File: config.mk
export PLATFORM = sky130hd
export DESIGN_NAME = riscv_run_monitor
export DESIGN_NICKNAME = d
export VERILOG_FILES = /design/src/rtl/riscv_run_pkg.sv /design/src/rtl/run_trace_buf.sv /design/src/rtl/riscv_run_monitor.sv
export SDC_FILE = /design/constraint.sdc
export NUM_CORES = 1
export LEC_CHECK = 0
export CORE_ASPECT_RATIO = 1.5
export CORE_MARGIN = 2
export CORE_UTILIZATION = 54
export DETAILED_ROUTE_END_ITERATION = 6
export GPL_TIMING_DRIVEN = 0
export PLACE_DENSITY = 0.79
export SLEW_MARGIN = 20
export SYNTH_ARGS = -nofsm -noshare
export SYNTH_HDL_FRONTEND = slang
export SYNTH_SLANG_ARGS = --single-unit
File: constraint.sdc
create_clock -name clk -period 4 [get_ports clk]
set_input_delay 0.6 -clock clk [delete_from_list [all_inputs] [get_ports clk]]
set_output_delay 0.6 -clock clk [all_outputs]
set_load 0.005 [all_outputs]
File: src/rtl/riscv_run_pkg.sv
// Shared types and width constants for the RISC-V run monitor and its trace buffer.
package riscv_run_pkg;

    localparam int unsigned XLEN_W         = 32;
    localparam int unsigned DEF_DEPTH      = 16;
    localparam int unsigned DEF_MAX_CYCLES = 1024;
    localparam int unsigned PTR_W          = $clog2(DEF_DEPTH);
    localparam int unsigned CNT_W          = $clog2(DEF_MAX_CYCLES + 1);

    typedef logic [1:0] state_t;
    localparam state_t ST_IDLE = 2'd0;
    localparam state_t ST_RST  = 2'd1;
    localparam state_t ST_RUN  = 2'd2;
    localparam state_t ST_DONE = 2'd3;

    typedef struct packed {
        logic [XLEN_W-1:0] pc;
        logic [31:0]       instr;
    } trace_entry_t;

endpackage

File: src/rtl/run_trace_buf.sv
// Circular trace buffer: one write per cycle, saturating fill count and a registered
// read port addressed relative to the oldest valid entry.
module run_trace_buf
    import riscv_run_pkg::*;
#(
    parameter int unsigned DEPTH = DEF_DEPTH
) (
    input  logic                       clk,
    input  logic                       reset,
    input  logic                       clear,
    input  logic                       wr_en,
    input  trace_entry_t               wr_data,
    input  logic [$clog2(DEPTH)-1:0]   rd_addr,
    output trace_entry_t               rd_data,
    output logic [$clog2(DEPTH+1)-1:0] fill
);

    localparam int unsigned AW = $clog2(DEPTH);
    localparam int unsigned FW = $clog2(DEPTH + 1);

    trace_entry_t    mem [DEPTH];
    logic [AW-1:0]   wr_ptr;
    logic [AW-1:0]   rd_idx;

    // DEPTH is a power of two, so the low fill bits give the oldest entry modulo DEPTH.
    assign rd_idx = wr_ptr - fill[AW-1:0] + rd_addr;

    always_ff @(posedge clk) begin
        if (wr_en) begin
            mem[wr_ptr] <= wr_data;
        end
    end

    always_ff @(posedge clk or posedge reset) begin
        if (reset) begin
            wr_ptr  <= '0;
            fill    <= '0;
            rd_data <= '0;
        end else begin
            if (clear) begin
                wr_ptr <= '0;
                fill   <= '0;
            end else if (wr_en) begin
                wr_ptr <= wr_ptr + AW'(1);
                if (fill != FW'(DEPTH)) begin
                    fill <= fill + FW'(1);
                end
            end
            rd_data <= (FW'(rd_addr) < fill) ? mem[rd_idx] : '0;
        end
    end

endmodule

File: src/rtl/riscv_run_monitor.sv
// Run-control and trace monitor: sequences core reset, traces every RUN cycle and ends
// the run on stop PC, stall or timeout. Optional signature enabled by RUN_MONITOR_SIG_EN.
module riscv_run_monitor
    import riscv_run_pkg::*;
#(
    parameter int unsigned XLEN        = XLEN_W,
    parameter int unsigned DEPTH       = DEF_DEPTH,
    parameter int unsigned RST_CYCLES  = 1,
    parameter int unsigned STALL_LIMIT = 8,
    parameter int unsigned MAX_CYCLES  = DEF_MAX_CYCLES
) (
    input  logic                            clk,
    input  logic                            reset,
    input  logic                            start,
    input  logic [XLEN-1:0]                 stop_pc_i,
    input  logic [XLEN-1:0]                 pc_i,
    input  logic [31:0]                     instr_i,
    output logic                            core_rst_o,
    output logic                            run_o,
    output logic                            done_o,
    output logic                            timeout_o,
    output logic                            stall_o,
    output logic [$clog2(MAX_CYCLES+1)-1:0] cycle_cnt_o,
    output logic [$clog2(DEPTH+1)-1:0]      fill_o,
    input  logic [$clog2(DEPTH)-1:0]        rd_addr_i,
    output logic [XLEN-1:0]                 rd_pc_o,
    output logic [31:0]                     rd_instr_o,
    output logic [31:0]                     sig_o
);

    localparam int unsigned CW = $clog2(MAX_CYCLES + 1);
    localparam int unsigned SW = $clog2(STALL_LIMIT + 1);
    localparam int unsigned RW = $clog2(RST_CYCLES + 1);

    state_t          state, state_nxt;
    logic            start_clr;
    logic [RW-1:0]   rst_cnt;
    logic [CW-1:0]   cycle_cnt, cnt_inc;
    logic [SW-1:0]   stall_cnt, stall_nxt;
    logic [XLEN-1:0] prev_pc;
    logic            have_prev;
    logic            hit_stop, hit_stall, hit_tmo, end_run;
    trace_entry_t    wr_entry, rd_entry;

    // State register
    always_ff @(posedge clk or posedge reset) begin
        if (reset) begin
            state <= ST_IDLE;
        end else begin
            state <= state_nxt;
        end
    end

    // Next-state and end-condition evaluation on the current RUN sample
    always_comb begin
        state_nxt = state;
        start_clr = 1'b0;
        cnt_inc   = cycle_cnt + CW'(1);
        stall_nxt = (have_prev && (pc_i == prev_pc)) ? stall_cnt + SW'(1) : '0;
        hit_stop  = (pc_i == stop_pc_i);
        hit_stall = (stall_nxt == SW'(STALL_LIMIT));
        hit_tmo   = (cnt_inc == CW'(MAX_CYCLES));
        end_run   = hit_stop || hit_stall || hit_tmo;
        case (state)
            ST_IDLE, ST_DONE: begin
                if (start) begin
                    state_nxt = ST_RST;
                    start_clr = 1'b1;
                end
            end
            ST_RST: begin
                if (rst_cnt == RW'(RST_CYCLES - 1)) begin
                    state_nxt = ST_RUN;
                end
            end
            ST_RUN: begin
                if (end_run) begin
                    state_nxt = ST_DONE;
                end
            end
            default: state_nxt = ST_IDLE;
        endcase
    end

    // Registered outputs, counters and termination flags
    always_ff @(posedge clk or posedge reset) begin
        if (reset) begin
            core_rst_o <= 1'b1;
            run_o      <= 1'b0;
            done_o     <= 1'b0;
            timeout_o  <= 1'b0;
            stall_o    <= 1'b0;
            rst_cnt    <= '0;
            cycle_cnt  <= '0;
            stall_cnt  <= '0;
            prev_pc    <= '0;
            have_prev  <= 1'b0;
        end else begin
            core_rst_o <= (state_nxt != ST_RUN);
            run_o      <= (state_nxt == ST_RUN);
            done_o     <= (state_nxt == ST_DONE);
            rst_cnt    <= ((state == ST_RST) && (state_nxt == ST_RST)) ? rst_cnt + RW'(1) : '0;
            if (start_clr) begin
                timeout_o <= 1'b0;
                stall_o   <= 1'b0;
                cycle_cnt <= '0;
                stall_cnt <= '0;
                have_prev <= 1'b0;
            end else if (state == ST_RUN) begin
                cycle_cnt <= cnt_inc;
                stall_cnt <= stall_nxt;
                prev_pc   <= pc_i;
                have_prev <= 1'b1;
                if (end_run) begin
                    stall_o   <= !hit_stop && hit_stall;
                    timeout_o <= !hit_stop && !hit_stall && hit_tmo;
                end
            end
        end
    end

    assign cycle_cnt_o = cycle_cnt;
    assign wr_entry    = '{pc: pc_i, instr: instr_i};

    run_trace_buf #(
        .DEPTH (DEPTH)
    ) u_trace (
        .clk     (clk),
        .reset   (reset),
        .clear   (start_clr),
        .wr_en   (state == ST_RUN),
        .wr_data (wr_entry),
        .rd_addr (rd_addr_i),
        .rd_data (rd_entry),
        .fill    (fill_o)
    );

    assign rd_pc_o    = rd_entry.pc;
    assign rd_instr_o = rd_entry.instr;

`ifdef RUN_MONITOR_SIG_EN
    logic [31:0] sig;

    // Rotate-and-fold signature over every traced sample
    always_ff @(posedge clk or posedge reset) begin
        if (reset) begin
            sig <= '0;
        end else if (start_clr) begin
            sig <= '0;
        end else if (state == ST_RUN) begin
            sig <= {sig[30:0], sig[31]} ^ pc_i[31:0] ^ instr_i;
        end
    end

    assign sig_o = sig;
`else
    assign sig_o = '0;
`endif

endmodule

# After elaboration in Yosys (flattened, before gate mapping)
# Memory sizes are Yosys's and may differ from the RTL's.
# Cells that the tools add are included.
# totals
register_bits	129
latch_bits	0
ramBits	1024
mem_bits_ro	0
in_bits	103
output_inout_bits	117
memories	1
# op_classes
add_sub_neg	7
mul	0
div_mod_pow	0
n_lt_le_gt_ge	1
eq_ne	12
shift	0
muxes	28
n_bitwise	1
n_reduce_logical	17
# memory_table
name	depth	word_bits	rd	rd_ports_with_merged_regs	wr	line_no	rtl
u_trace.mem	16	64	1	0	1	run_trace_buf.sv:21	trace_entry_t mem [DEPTH];
# ops
operator	n
32-bit == test	2
64-bit two-way mux	1
11-bit two-way mux	2
4-bit two-way mux	5
5-bit two-way mux	3
1-bit two-way mux	13
11-bit by 1-bit adder with 11-bit output, second input constant	1
11-bit == test, second input constant	1
4-bit by 1-bit adder with 4-bit output, second input constant	2
2-bit == test, second input constant	4
2-bit two-way mux	3
2-bit one-hot mux with 3 select lines	1
2-bit AND reduction	3
2-bit nonzero test	3
5-bit by 1-bit adder with 5-bit output, second input constant	1
1-bit logical AND	5
4-bit by 5-bit less-than comparator with 1-bit output	1
5-bit != test, second input constant	1
4-bit adder	1
2-bit by 1-bit == test with 1-bit output, second input constant	2
4-bit == test, second input constant	1
4-bit subtractor	1
1-bit logical NOT	2
2-bit logical NOT	1
other kinds (5)	6

# Depth between registers and ports, before layout
# Gate-level depths: netlist of the first run.
# logic_depth
word_depth	11
ltp_mapped	12
ltp_nobuf	10

# Modules after synthesis
# Synthesis of the first run repeated with hierarchy kept, for this count alone.
# unflattened
hier_cells	1995
hier_area_um2	45008.2
# modules_own_cells
module	n_inst	cells_per_inst	area_each_um2	seq_area_each_um2
run_trace_buf	1	1656	41521.1	32576.2
riscv_run_monitor	1	339	3487.1	1402.6

# Worst setup path before layout of the first run
# Ideal clock, no wire load.
# synth_path
kind	flip-flop to flip-flop
start	reg state[0]
end	mem u_trace.mem[10][0] (netlist name) (enable)
arrival_ns	2.665
t_required_ns	3.571
path_slack_ns	0.906
stages_incl_launch_ff	6
n_path_buf	1
cell_sequence	dfrtp_1 -> inv_1 -> ha_1 -> clkbuf_1 -> and3_1 -> and2_1
# synth_via
elab_chain_len	3
# synth_lines
element	line_no	rtl
start: declaration	riscv_run_monitor.sv:35	state_t state, state_nxt;
start signal: assignment	riscv_run_monitor.sv:50	state <= state_nxt;
2-bit == test	riscv_run_monitor.sv:131	.wr_en (state == ST_RUN),
1-bit two-way mux	run_trace_buf.sv:29	if (wr_en) begin
1-bit two-way mux (implied by the code)	run_trace_buf.sv:30	mem[wr_ptr] <= wr_data;
end: declaration	run_trace_buf.sv:21	
# No other way between the ends.

# Worst setup path in the final report of the first run
# layout_path
start	reg u_trace.wr_ptr[0]
end	reg u_trace.rd_data[21] (netlist name)
# layout_via
elab_chain_len	4
# layout_lines
element	line_no	rtl
start: declaration	run_trace_buf.sv:22	logic [AW-1:0] wr_ptr;
start signal: assignment	run_trace_buf.sv:44	wr_ptr <= wr_ptr + AW'(1);
4-bit subtractor	run_trace_buf.sv:26	assign rd_idx = wr_ptr - fill[AW-1:0] + rd_addr;
4-bit adder	run_trace_buf.sv:26	
memory read 16 x 64 bit	n/a	
64-bit two-way mux	run_trace_buf.sv:49	rd_data <= (FW'(rd_addr) < fill) ? mem[rd_idx] : '0;
end signal: assignment	run_trace_buf.sv:49	
end: declaration	run_trace_buf.sv:14	output trace_entry_t rd_data,
# No other way between the ends.
# A chain may end at the register's enable or synchronous reset.

==> impl_metrics.env, run 1 <==
export IMPL_cts_tree="done"
export IMPL_synthArstFlopShare_pct=11.19
export IMPL_design_die_area_um2=86560
export IMPL_place_gp_congestion=0.8087
export IMPL_critical_path_arrival_ns=4.39
export IMPL_min_period_ns=3.913
export IMPL_slew_viol_final=0
export IMPL_holdWs_ns=0.3853
export IMPL_via_per_inst=6.163
export IMPL_max_vdd_ir_drop_mv=0.7487
export IMPL_power_total_mw=34.86
export IMPL_cp_num_buf_inv=5
export IMPL_tns_ns=0
export IMPL_ant_nets=0
export IMPL_final_util_pct=63.10
export IMPL_first_iter_violations=2385
export IMPL_cpLargestDelayFamily="adder cells"
export IMPL_fin_crit_sh_pct=97.81
export IMPL_first_pass_iters=5
export IMPL_die_h_um=359.3
export IMPL_grt_setup_unrepaired="no"
export IMPL_max_slew_margin_pct=25.16
export IMPL_design_area_um2=52760
export IMPL_grt_pass1_vias=24095
export IMPL_syn_avg_cell_area_um2=21.33
export IMPL_place_ws_ns=-1.015
export IMPL_path_clk_slew_ns=0.06
export IMPL_ys_seq_elements=1153
export IMPL_clkSinkCount=1153
export IMPL_ys_seq_area_share_pct=74.75
export IMPL_netlist_area_um2=45460
export IMPL_final_common_cell="edfxtp_1"
export IMPL_worstMarginPinSlew_ns=1.119
export IMPL_insertion_delay_ns=0.66
export IMPL_critical_path_class="reg2reg"
export IMPL_drc=0
export IMPL_numPortBuffers=187
export IMPL_netlist_instances=2131
export IMPL_critPathSlowestCell="a211oi_1"
export IMPL_grt_pass1_wl_mm=157.2
export IMPL_crit_fanout=10
export IMPL_totalWireLength_mm=107.3
export IMPL_rows=130
export IMPL_ys_warnings_count=0
export IMPL_maxCapViolCount=0
export IMPL_initial_core_util_pct=54.37
export IMPL_hold_viol=0
export IMPL_p_per_area_nw_per_um2=660.7
export IMPL_seq_area_um2=33980
export IMPL_post_cts_setup_buffers=0
export IMPL_area_growth_syn_to_layout_pct=16.06
export IMPL_cts_root_buffer="clkbuf_16"
export IMPL_place_area_um2=49470
export IMPL_fin_nets=2597
export IMPL_cts_hold_buf=0
export IMPL_grt_max_degree=44
export IMPL_h_tree_depth=3
export IMPL_final_cells=3678
export IMPL_cts_made_buffers=98
export IMPL_num_vias=22668
export IMPL_drive_gt1_share_pct=26.50
export IMPL_core_area_um2=83610
export IMPL_setup_viol=0
export IMPL_max_freq_mhz=255.6
export IMPL_cellLeakagePower_nw=17.46
export IMPL_status="complete, no violations"
export IMPL_post_route_worst_setup_slack_ns=0.08746
export IMPL_hp_class="in2async"
export IMPL_yosys_top_cells_area="edfxtp_1, mux4_2, dfrtp_1"
export IMPL_grt_overflow=0
export IMPL_critPathMaxStageDelay_ns=0.67
export IMPL_dpl_cell_count=3496
export IMPL_post_dp_hpwl_mm=66.75
export IMPL_synth_largest_area_cell="edfxtp_1"
export IMPL_clockBufferDepth=3
export IMPL_synth_edf_count=1024
export IMPL_cp_data_required_time_ns=4.48
export IMPL_synth_cell_types=53
export IMPL_antenna_found_initial=3
export IMPL_multi_input_area_um2=10730
export IMPL_routedWlPerCell_um=29.16
export IMPL_crit_path_start_kind="flip-flop"
export IMPL_endpoint_kind="flip-flop"
export IMPL_fin_worst_skew_ns=0.02624
export IMPL_ios=220
export IMPL_crit_chain="inv_1 > ha_1 > inv_1 > ha_1 > inv_1 > fa_1 > clkbuf_4 > buf_2 > mux4_2 > nor2b_1 > a211oi_1 > a211oi_2"
export IMPL_crit_path_frequent_cell="inv_1"
export IMPL_synth_ff_type="edfxtp_1"
export IMPL_final_cell_mix="edfxtp_1, mux4_2, clkdlybuf4s50_1"
export IMPL_grt_use_total_pct=25.19
export IMPL_die_x_um=240.9
export IMPL_synth_top_cell_area_share_pct=67.65
export IMPL_fill_cells=5483
## layer usage
layer	track usage (%)	up-vias	wire, um
met3	4.200	197	7641
met4	10.30	4	3998
met2	43.79	1093	56730
met5	0	-	27
met1	31.36	12020	38870
li1	-	9354	-
## registers in the layout (all words and copies together) (netlist names)
signal           flops
u_trace.wr_ptr       4
rst_cnt              1
u_trace.mem       1024
run_o                1
u_trace.fill         5
prev_pc             32
cycle_cnt_o         11
done_o               1
stall_cnt            4
state                2
core_rst_o           1
u_trace.rd_data     64
timeout_o            1
stall_o              1
have_prev            1
## cells in the mapped netlist, drive strengths merged, types with 2 or more instances
cell    number
xnor2       44
fa           3
o22ai        2
buf        107
o21ai        8
a21oi       11
nand3b       3
nor2        28
nand4       18
inv         21
mux2i       67
or3          5
nor2b       65
mux2        32
and2        17
nand3       10
xor2        41
a21o         3
edfxtp    1024
nor4        12
and3         5
a211oi     130
mux4       256
clkbuf      33
dfrtp      128
ha          17
nor3         7
nand2       16
## final cells by class
class	count	share of cell area (%)
flip-flops and latches	1153	64.41
multi-input cells	848	20.33
clock buffers	121	4.971
repair buffers	212	4.637
well taps	1122	2.661
plain buffers	140	1.679
clock inverters	60	1.148
inverters	21	0.1565
diodes	1	0.004743
## power breakdown
part           switching, mW  total (mW)  leakage, nW  internal, mW
Clock                   4.20        9.63         1.58          5.44
Sequential             0.353        14.8         10.8          14.4
Combinational           6.34        10.5         5.08          4.14
Total                   10.9        34.9         17.5          24.0
## repair_timing
item	4_1_cts	5_1_grt
resized for setup	10	11
pin swaps	0	1
setup endpoints to repair	64	22
## cell families after synthesis
kind of cell | count (synthesis) | share of synthesized area [%]
flip-flops | 1153 | 74.75
multiplexers | 355 | 14.95
AND/OR/NAND/NOR | 191 | 2.398
AO/OA/AOI/OAI | 165 | 3.576
buffers and inverters | 161 | 2.078
XOR/XNOR | 85 | 1.638
adder cells (fa/ha/maj) | 20 | 0.6001
other | 1 | 0.008250
## path summary, 6_finish.rpt
path	start	endpoint	slack, ns	depth (start not counted)
min in group clk	rst_cnt$_DFF_PP0_	rst_cnt$_DFF_PP0_	0.48	1
setup reg to reg	u_trace.wr_ptr[0]$_DFFE_PP0P_	u_trace.rd_data[21]$_DFF_PP0_	0.09	12
setup / recovery	u_trace.wr_ptr[0]$_DFFE_PP0P_	u_trace.rd_data[21]$_DFF_PP0_	0.09	12
hold reg to reg	rst_cnt$_DFF_PP0_	rst_cnt$_DFF_PP0_	0.48	1
hold / removal	reset	cycle_cnt_o[6]$_DFFE_PP0P_	0.39	2
max in group asynchronous	reset	u_trace.rd_data[19]$_DFF_PP0_	2.81	4
Power figures use the tool's default switching activity.
==> run 2: changes to the inputs <==
--- a/config.mk
+++ b/config.mk
@@ -5,7 +5,7 @@
 export SDC_FILE = /design/constraint.sdc
 export NUM_CORES = 1
 export LEC_CHECK = 0
-export CORE_ASPECT_RATIO = 1.5
+export CORE_ASPECT_RATIO = 0.9
 export CORE_MARGIN = 2
 export CORE_UTILIZATION = 54
 export DETAILED_ROUTE_END_ITERATION = 6
==> run 2 against run 1 <==
  * Register-to-register slack got worse by 0.02 ns
  * Setup slack got worse by 0.023 ns
  * Largest cell class unchanged
  * Clock-buffer cell count rose by 28
  * Highest routed layer unchanged
  * Sequential share of layout area fell by 0.72 points
  * Critical path type unchanged
  * Critical path depth did not move
  * Maximum frequency fell by 0.58%
==> impl_metrics.env, run 2 (synthesis results as in run 1) <==
export IMPL_status="complete, no violations"
export IMPL_final_common_cell="edfxtp_1"
export IMPL_die_h_um=279.2
export IMPL_reg_top3="u_trace.mem (1024), u_trace.rd_data (64), prev_pc (32)"
export IMPL_grt_setup_unrepaired="no"
export IMPL_place_area_um2=49440
export IMPL_max_slew_margin_pct=25.34
export IMPL_design_die_area_um2=86520
export IMPL_cellLeakagePower_nw=17.74
export IMPL_fin_nets=2611
export IMPL_grt_use_total_pct=25.32
export IMPL_numPortBuffers=187
export IMPL_grt_pass1_vias=24198
export IMPL_place_gp_congestion=0.8369
export IMPL_initial_core_util_pct=54.71
export IMPL_setup_viol=0
export IMPL_use_met3_pct=4.630
export IMPL_routedWlPerCell_um=29.07
export IMPL_drc=0
export IMPL_final_cell_mix="edfxtp_1, mux4_2, clkdlybuf4s50_1"
export IMPL_drive_gt1_share_pct=27.40
export IMPL_final_cells=3707
export IMPL_max_vdd_ir_drop_mv=0.4784
export IMPL_cts_tree="done"
export IMPL_cts_root_buffer="clkbuf_16"
export IMPL_min_period_ns=3.935
export IMPL_slew_viol_final=0
export IMPL_die_x_um=309.8
export IMPL_hp_class="in2async"
export IMPL_critical_path_arrival_ns=4.42
export IMPL_largest_register="u_trace.mem"
export IMPL_r2r_cells=12
export IMPL_num_vias=23096
export IMPL_crit_path_start_kind="flip-flop"
export IMPL_met2_usage_pct=40.59
export IMPL_cp_data_required_time_ns=4.49
export IMPL_cts_made_buffers=110
export IMPL_design_area_um2=53350
export IMPL_largest_reg_flops=1024
export IMPL_clockBufferDepth=3
export IMPL_rows=100
export IMPL_use_met1_pct=35.79
export IMPL_hold_viol=0
export IMPL_fin_worst_skew_ns=0.03132
export IMPL_first_pass_iters=6
export IMPL_ant_nets=0
export IMPL_endpoint_kind="flip-flop"
export IMPL_core_area_um2=83080
export IMPL_fill_cells=5273
export IMPL_insertion_delay_ns=0.69
export IMPL_ios=220
export IMPL_final_util_pct=64.21
export IMPL_gr_max_usage_layer="met2"
export IMPL_h_tree_depth=3
export IMPL_post_dp_hpwl_mm=65.11
export IMPL_grt_overflow=0
export IMPL_power_total_mw=36.19
export IMPL_dpl_cell_count=3498
export IMPL_clkSinkCount=1153
export IMPL_grt_pass1_wl_mm=158.3
export IMPL_antenna_found_initial=6
export IMPL_p_per_area_nw_per_um2=678.4
export IMPL_area_growth_syn_to_layout_pct=17.36
export IMPL_grt_max_degree=38
export IMPL_crit_fanout=10
export IMPL_totalWireLength_mm=107.8
export IMPL_max_freq_mhz=254.1
export IMPL_first_iter_violations=3018
export IMPL_fin_crit_sh_pct=98.38
export IMPL_path_clk_slew_ns=0.06
export IMPL_cts_hold_buf=0
export IMPL_critical_path_class="reg2reg"
export IMPL_maxCapViolCount=0
export IMPL_worstMarginPinSlew_ns=1.116
export IMPL_via_per_inst=6.230
-- run 2: final timing paths --
path,from,to,slack [ns]
worst max-delay path,u_trace.wr_ptr[0]$_DFFE_PP0P_,u_trace.rd_data[2]$_DFF_PP0_,0.06
worst min-delay path,reset,u_trace.rd_data[10]$_DFF_PP0_,0.29
worst max register to register,u_trace.wr_ptr[0]$_DFFE_PP0P_,u_trace.rd_data[2]$_DFF_PP0_,0.06
worst min register to register,rst_cnt$_DFF_PP0_,rst_cnt$_DFF_PP0_,0.47
max in group asynchronous,reset,u_trace.rd_data[37]$_DFF_PP0_,2.67
min in group clk,rst_cnt$_DFF_PP0_,rst_cnt$_DFF_PP0_,0.47
-- run 2: metal layers --
layer  share of wire, %  wire [um]  vias up
met5              0.045         48        -
met2                 49      53100     1347
li1                   -          -     9391
met4                2.8       3065        8
met1                 39      41920    12148
met3                8.9       9631      202
-- run 2: worst max-delay path, cell delays in order, from the launching register on --
cell and delay (ns):
dfrtp_1 0.44, inv_1 0.14, ha_1 0.29, inv_1 0.05, ha_1 0.16, inv_1 0.08
fa_1 0.74, buf_4 0.32, clkbuf_8 0.31, buf_2 0.36, mux4_2 0.27, mux2i_1 0.08
a211oi_1 0.50
-- run 2: report_power, final --
group / internal, mW / leakage, nW / switching, mW
combinational: 4.15 / 5.08 / 6.31
sequential: 14.4 / 10.8 / 0.374
clock: 6.52 / 1.87 / 4.43
-- run 2: area by class of cell --
cell class | count | area, um^2 | area share [%]
Sequential cell | 1153 | 33980 | 63.69
Multi-Input combinational cell | 848 | 10720 | 20.09
Clock buffer | 149 | 3095 | 5.802
Timing Repair Buffer | 214 | 2412 | 4.522
Tap cell | 1122 | 1404 | 2.631
Buffer | 140 | 903.4 | 1.693
Clock inverter | 59 | 754.5 | 1.414
Inverter | 21 | 82.58 | 0.1548
Antenna cell | 1 | 2.502 | 0.004691
-- run 2: metrics by stage --
stage	hold WS, ns	worst slack, ns	TNS, ns
floorplan	0.4328	0.9063	0
global placement	0.4459	-1.198	-861.52
detailed placement	0.4612	-0.8190	-42.24
CTS	0.2911	0.02232	0
global route	0.3090	0.01018	0
finish	0.2910	0.06476	0
-- run 2: repair_timing --
action / in CTS / in global routing
setup endpoints to repair: 64 / 14
setup buffers: 0 / 0
gates resized for setup: 12 / 12
endpoints found under the hold margin: 0 / 0
==> run 3: changes to the inputs <==
--- a/config.mk
+++ b/config.mk
@@ -5,12 +5,13 @@
 export SDC_FILE = /design/constraint.sdc
 export NUM_CORES = 1
 export LEC_CHECK = 0
+export ABC_CLOCK_PERIOD_IN_PS = 3900
 export CORE_ASPECT_RATIO = 0.9
 export CORE_MARGIN = 2
-export CORE_UTILIZATION = 54
+export CORE_UTILIZATION = 60
 export DETAILED_ROUTE_END_ITERATION = 6
 export GPL_TIMING_DRIVEN = 0
-export PLACE_DENSITY = 0.79
+export PLACE_DENSITY = 0.83
 export SLEW_MARGIN = 20
 export SYNTH_ARGS = -nofsm -noshare
 export SYNTH_HDL_FRONTEND = slang
==> constraint.sdc (replaced) <==
create_clock -name clk -period 3.9 [get_ports clk]
set_input_delay 0.585 -clock clk [delete_from_list [all_inputs] [get_ports clk]]
set_output_delay 0.585 -clock clk [all_outputs]
set_load 0.005 [all_outputs]
==> run 3 against run 2 <==
  * Maximum frequency rose by 3.0%
  * Clock skew rose by 0.0014 ns
  * Clock-buffer cell count rose by 2
  * Sequential share of layout area rose by 0.71 points
  * Die area fell by 9.9%
  * Clock power fell by 7%
  * Critical path depth did not move
  * Sequential power barely moved
  * Core utilization rose by 6.2 points
  * Critical endpoint is now u_trace.rd_data[60]$_DFF_PP0_
  * Setup slack improved by 0.015 ns
  * Power barely moved
==> impl_metrics.env, run 3 (synthesis results as in run 1) <==
export IMPL_insertion_delay_ns=0.69
export IMPL_holdWs_ns=0.2071
export IMPL_h_tree_depth=3
export IMPL_cts_hold_buf=0
export IMPL_cts_made_buffers=107
export IMPL_grt_pass1_wl_mm=160.9
export IMPL_cts_tree="done"
export IMPL_fin_worst_skew_ns=0.03269
export IMPL_max_slew_margin_pct=29.29
export IMPL_routedWlPerCell_um=30.82
export IMPL_min_period_ns=3.820
export IMPL_worstReg2RegStart="u_trace.wr_ptr[0]$_DFFE_PP0P_"
export IMPL_drive_gt1_share_pct=26.73
export IMPL_clockBufferDepth=3
export IMPL_ant_nets=0
export IMPL_path_clk_slew_ns=0.07
export IMPL_first_pass_iters=7
export IMPL_grt_pass1_vias=24759
export IMPL_crit_chain="inv_1 > ha_1 > inv_1 > ha_1 > inv_1 > fa_1 > xor2_4 > buf_4 > buf_4 > clkbuf_4 > mux2i_1 > a211oi_2"
export IMPL_area_growth_syn_to_layout_pct=16.07
export IMPL_place_area_um2=49230
export IMPL_p_per_area_nw_per_um2=685.9
export IMPL_place_gp_congestion=0.8299
export IMPL_grt_overflow=0
export IMPL_final_cells=3546
export IMPL_die_h_um=265.1
export IMPL_critPathMaxStageDelay_ns=0.51
export IMPL_via_per_inst=6.643
export IMPL_fin_nets=2602
export IMPL_post_dp_hpwl_mm=62.72
export IMPL_grt_use_total_pct=28.53
export IMPL_antenna_found_initial=4
export IMPL_crit_path_frequent_cell="inv_1"
export IMPL_final_cell_mix="edfxtp_1, mux4_2, clkdlybuf4s50_1"
export IMPL_cellLeakagePower_nw=17.55
export IMPL_maxCapViolCount=0
export IMPL_rows=95
export IMPL_post_cts_setup_buffers=0
export IMPL_hp_class="in2async"
export IMPL_largest_reg_flops=1024
export IMPL_design_area_um2=52760
export IMPL_largest_register="u_trace.mem"
export IMPL_rrSetupSlack_ns=0.08
export IMPL_final_common_cell="edfxtp_1"
export IMPL_fin_crit_sh_pct=97.95
export IMPL_setup_viol=0
export IMPL_crit_path_start_kind="flip-flop"
export IMPL_status="complete, no violations"
export IMPL_first_iter_violations=3261
export IMPL_totalWireLength_mm=109.3
export IMPL_cp_data_required_time_ns=4.42
export IMPL_timing_rr_end="u_trace.rd_data[60]$_DFF_PP0_"
export IMPL_grt_max_degree=41
export IMPL_initial_core_util_pct=60.70
export IMPL_critical_path_class="reg2reg"
export IMPL_crit_fanout=10
export IMPL_max_vdd_ir_drop_mv=0.5338
export IMPL_core_area_um2=74880
export IMPL_design_die_area_um2=77980
export IMPL_r2r_cells=12
export IMPL_slew_viol_final=0
export IMPL_drc=0
export IMPL_power_total_mw=36.19
export IMPL_dpl_cell_count=3340
export IMPL_ios=220
export IMPL_die_x_um=294.1
export IMPL_endpoint_kind="flip-flop"
export IMPL_numPortBuffers=187
export IMPL_worstMarginPinSlew_ns=1.057
export IMPL_cts_root_buffer="clkbuf_16"
export IMPL_num_vias=23557
export IMPL_grt_setup_unrepaired="yes"
export IMPL_clkSinkCount=1153
export IMPL_critPathSlowestCell="fa_1"
export IMPL_hold_viol=0
export IMPL_reg_top3="u_trace.mem (1024), u_trace.rd_data (64), prev_pc (32)"
export IMPL_critical_path_arrival_ns=4.34
export IMPL_max_freq_mhz=261.8
[run 3: cell count changes in the layout (fill, tap and decap cells not counted), sizes merged]
cell / before / now
bufinv: 17 / 7
clkbuf: 185 / 191
inv: 21 / 23
buf: 131 / 121
clkinv: 36 / 42
clkinvlp: 6 / 2
diode: 1 / 2
[run 3: how the worst max path moves through the flow]
| stage | start | end | slack (ns) |
|---|---|---|---|
| after global placement | rd_addr_i[1] | u_trace.rd_data[0]$_DFF_PP0_ | -1.29 |
| after detailed placement | rd_addr_i[1] | u_trace.rd_data[0]$_DFF_PP0_ | -0.80 |
| after global routing | u_trace.wr_ptr[0]$_DFFE_PP0P_ | u_trace.rd_data[60]$_DFF_PP0_ | -0.02 |
| after floorplan | state[0]$_DFF_PP0_ | u_trace.mem[10][0]$_DFFE_PP_ | 0.81 |
| after CTS | u_trace.wr_ptr[0]$_DFFE_PP0P_ | u_trace.rd_data[14]$_DFF_PP0_ | 0.01 |
| final | u_trace.wr_ptr[0]$_DFFE_PP0P_ | u_trace.rd_data[60]$_DFF_PP0_ | 0.08 |
[run 3: power breakdown]
part	switching (mW)	internal [mW]
clock	4.52	5.72
sequential	0.371	14.8
combinational	6.53	4.28
total	11.4	24.8
[run 3: final cells by class]
class	count	area [um^2]
timing repair buffer	208	2390
multi-input combinational	848	10750
fill	4120	22120
buffer	140	922.1
antenna	2	5.005
clock buffer	151	2924
tap	970	1214
inverter	21	82.58
sequential	1153	33980
clock inverter	53	500.5
[run 3: metrics by stage]
| stage | setup TNS, ns | setup slack, ns | utilization (%) |
|---|---|---|---|
| after floorplan | 0 | 0.8063 | - |
| after global placement | -900.78 | -1.288 | 64.98 |
| after detailed placement | -41.89 | -0.8005 | 65.74 |
| after CTS | 0 | 0.01184 | 70.38 |
| after global routing | -0.02869 | -0.01934 | 70.45 |
| final | 0 | 0.07994 | 70.46 |
[run 3: layer usage]
metal | vias up | GRT usage (%) | share of wire (%)
met4 | 2 | 10.37 | 3.4
met5 | - | 0 | 0.012
li1 | 9383 | - | -
met2 | 1593 | 46.04 | 50
met1 | 12329 | 39.03 | 37
met3 | 250 | 6.200 | 9.9
[run 3: critical path: cells and delay by family (launching register included)]
family / cells / cell delay [ns]
DFF: 1 / 0.47
adders and majority gates: 3 / 0.96
xor gates and xnor gates: 1 / 0.35
AOI/OAI and AO/OA: 1 / 0.42
buffers and inverters: 6 / 1.28
muxes: 1 / 0.16
[run 3: repair_timing]
item	in CTS	in global routing
endpoints found under the setup margin	64	57
pin swaps	0	2
endpoints found under the hold margin	0	0
resized for setup	17	26
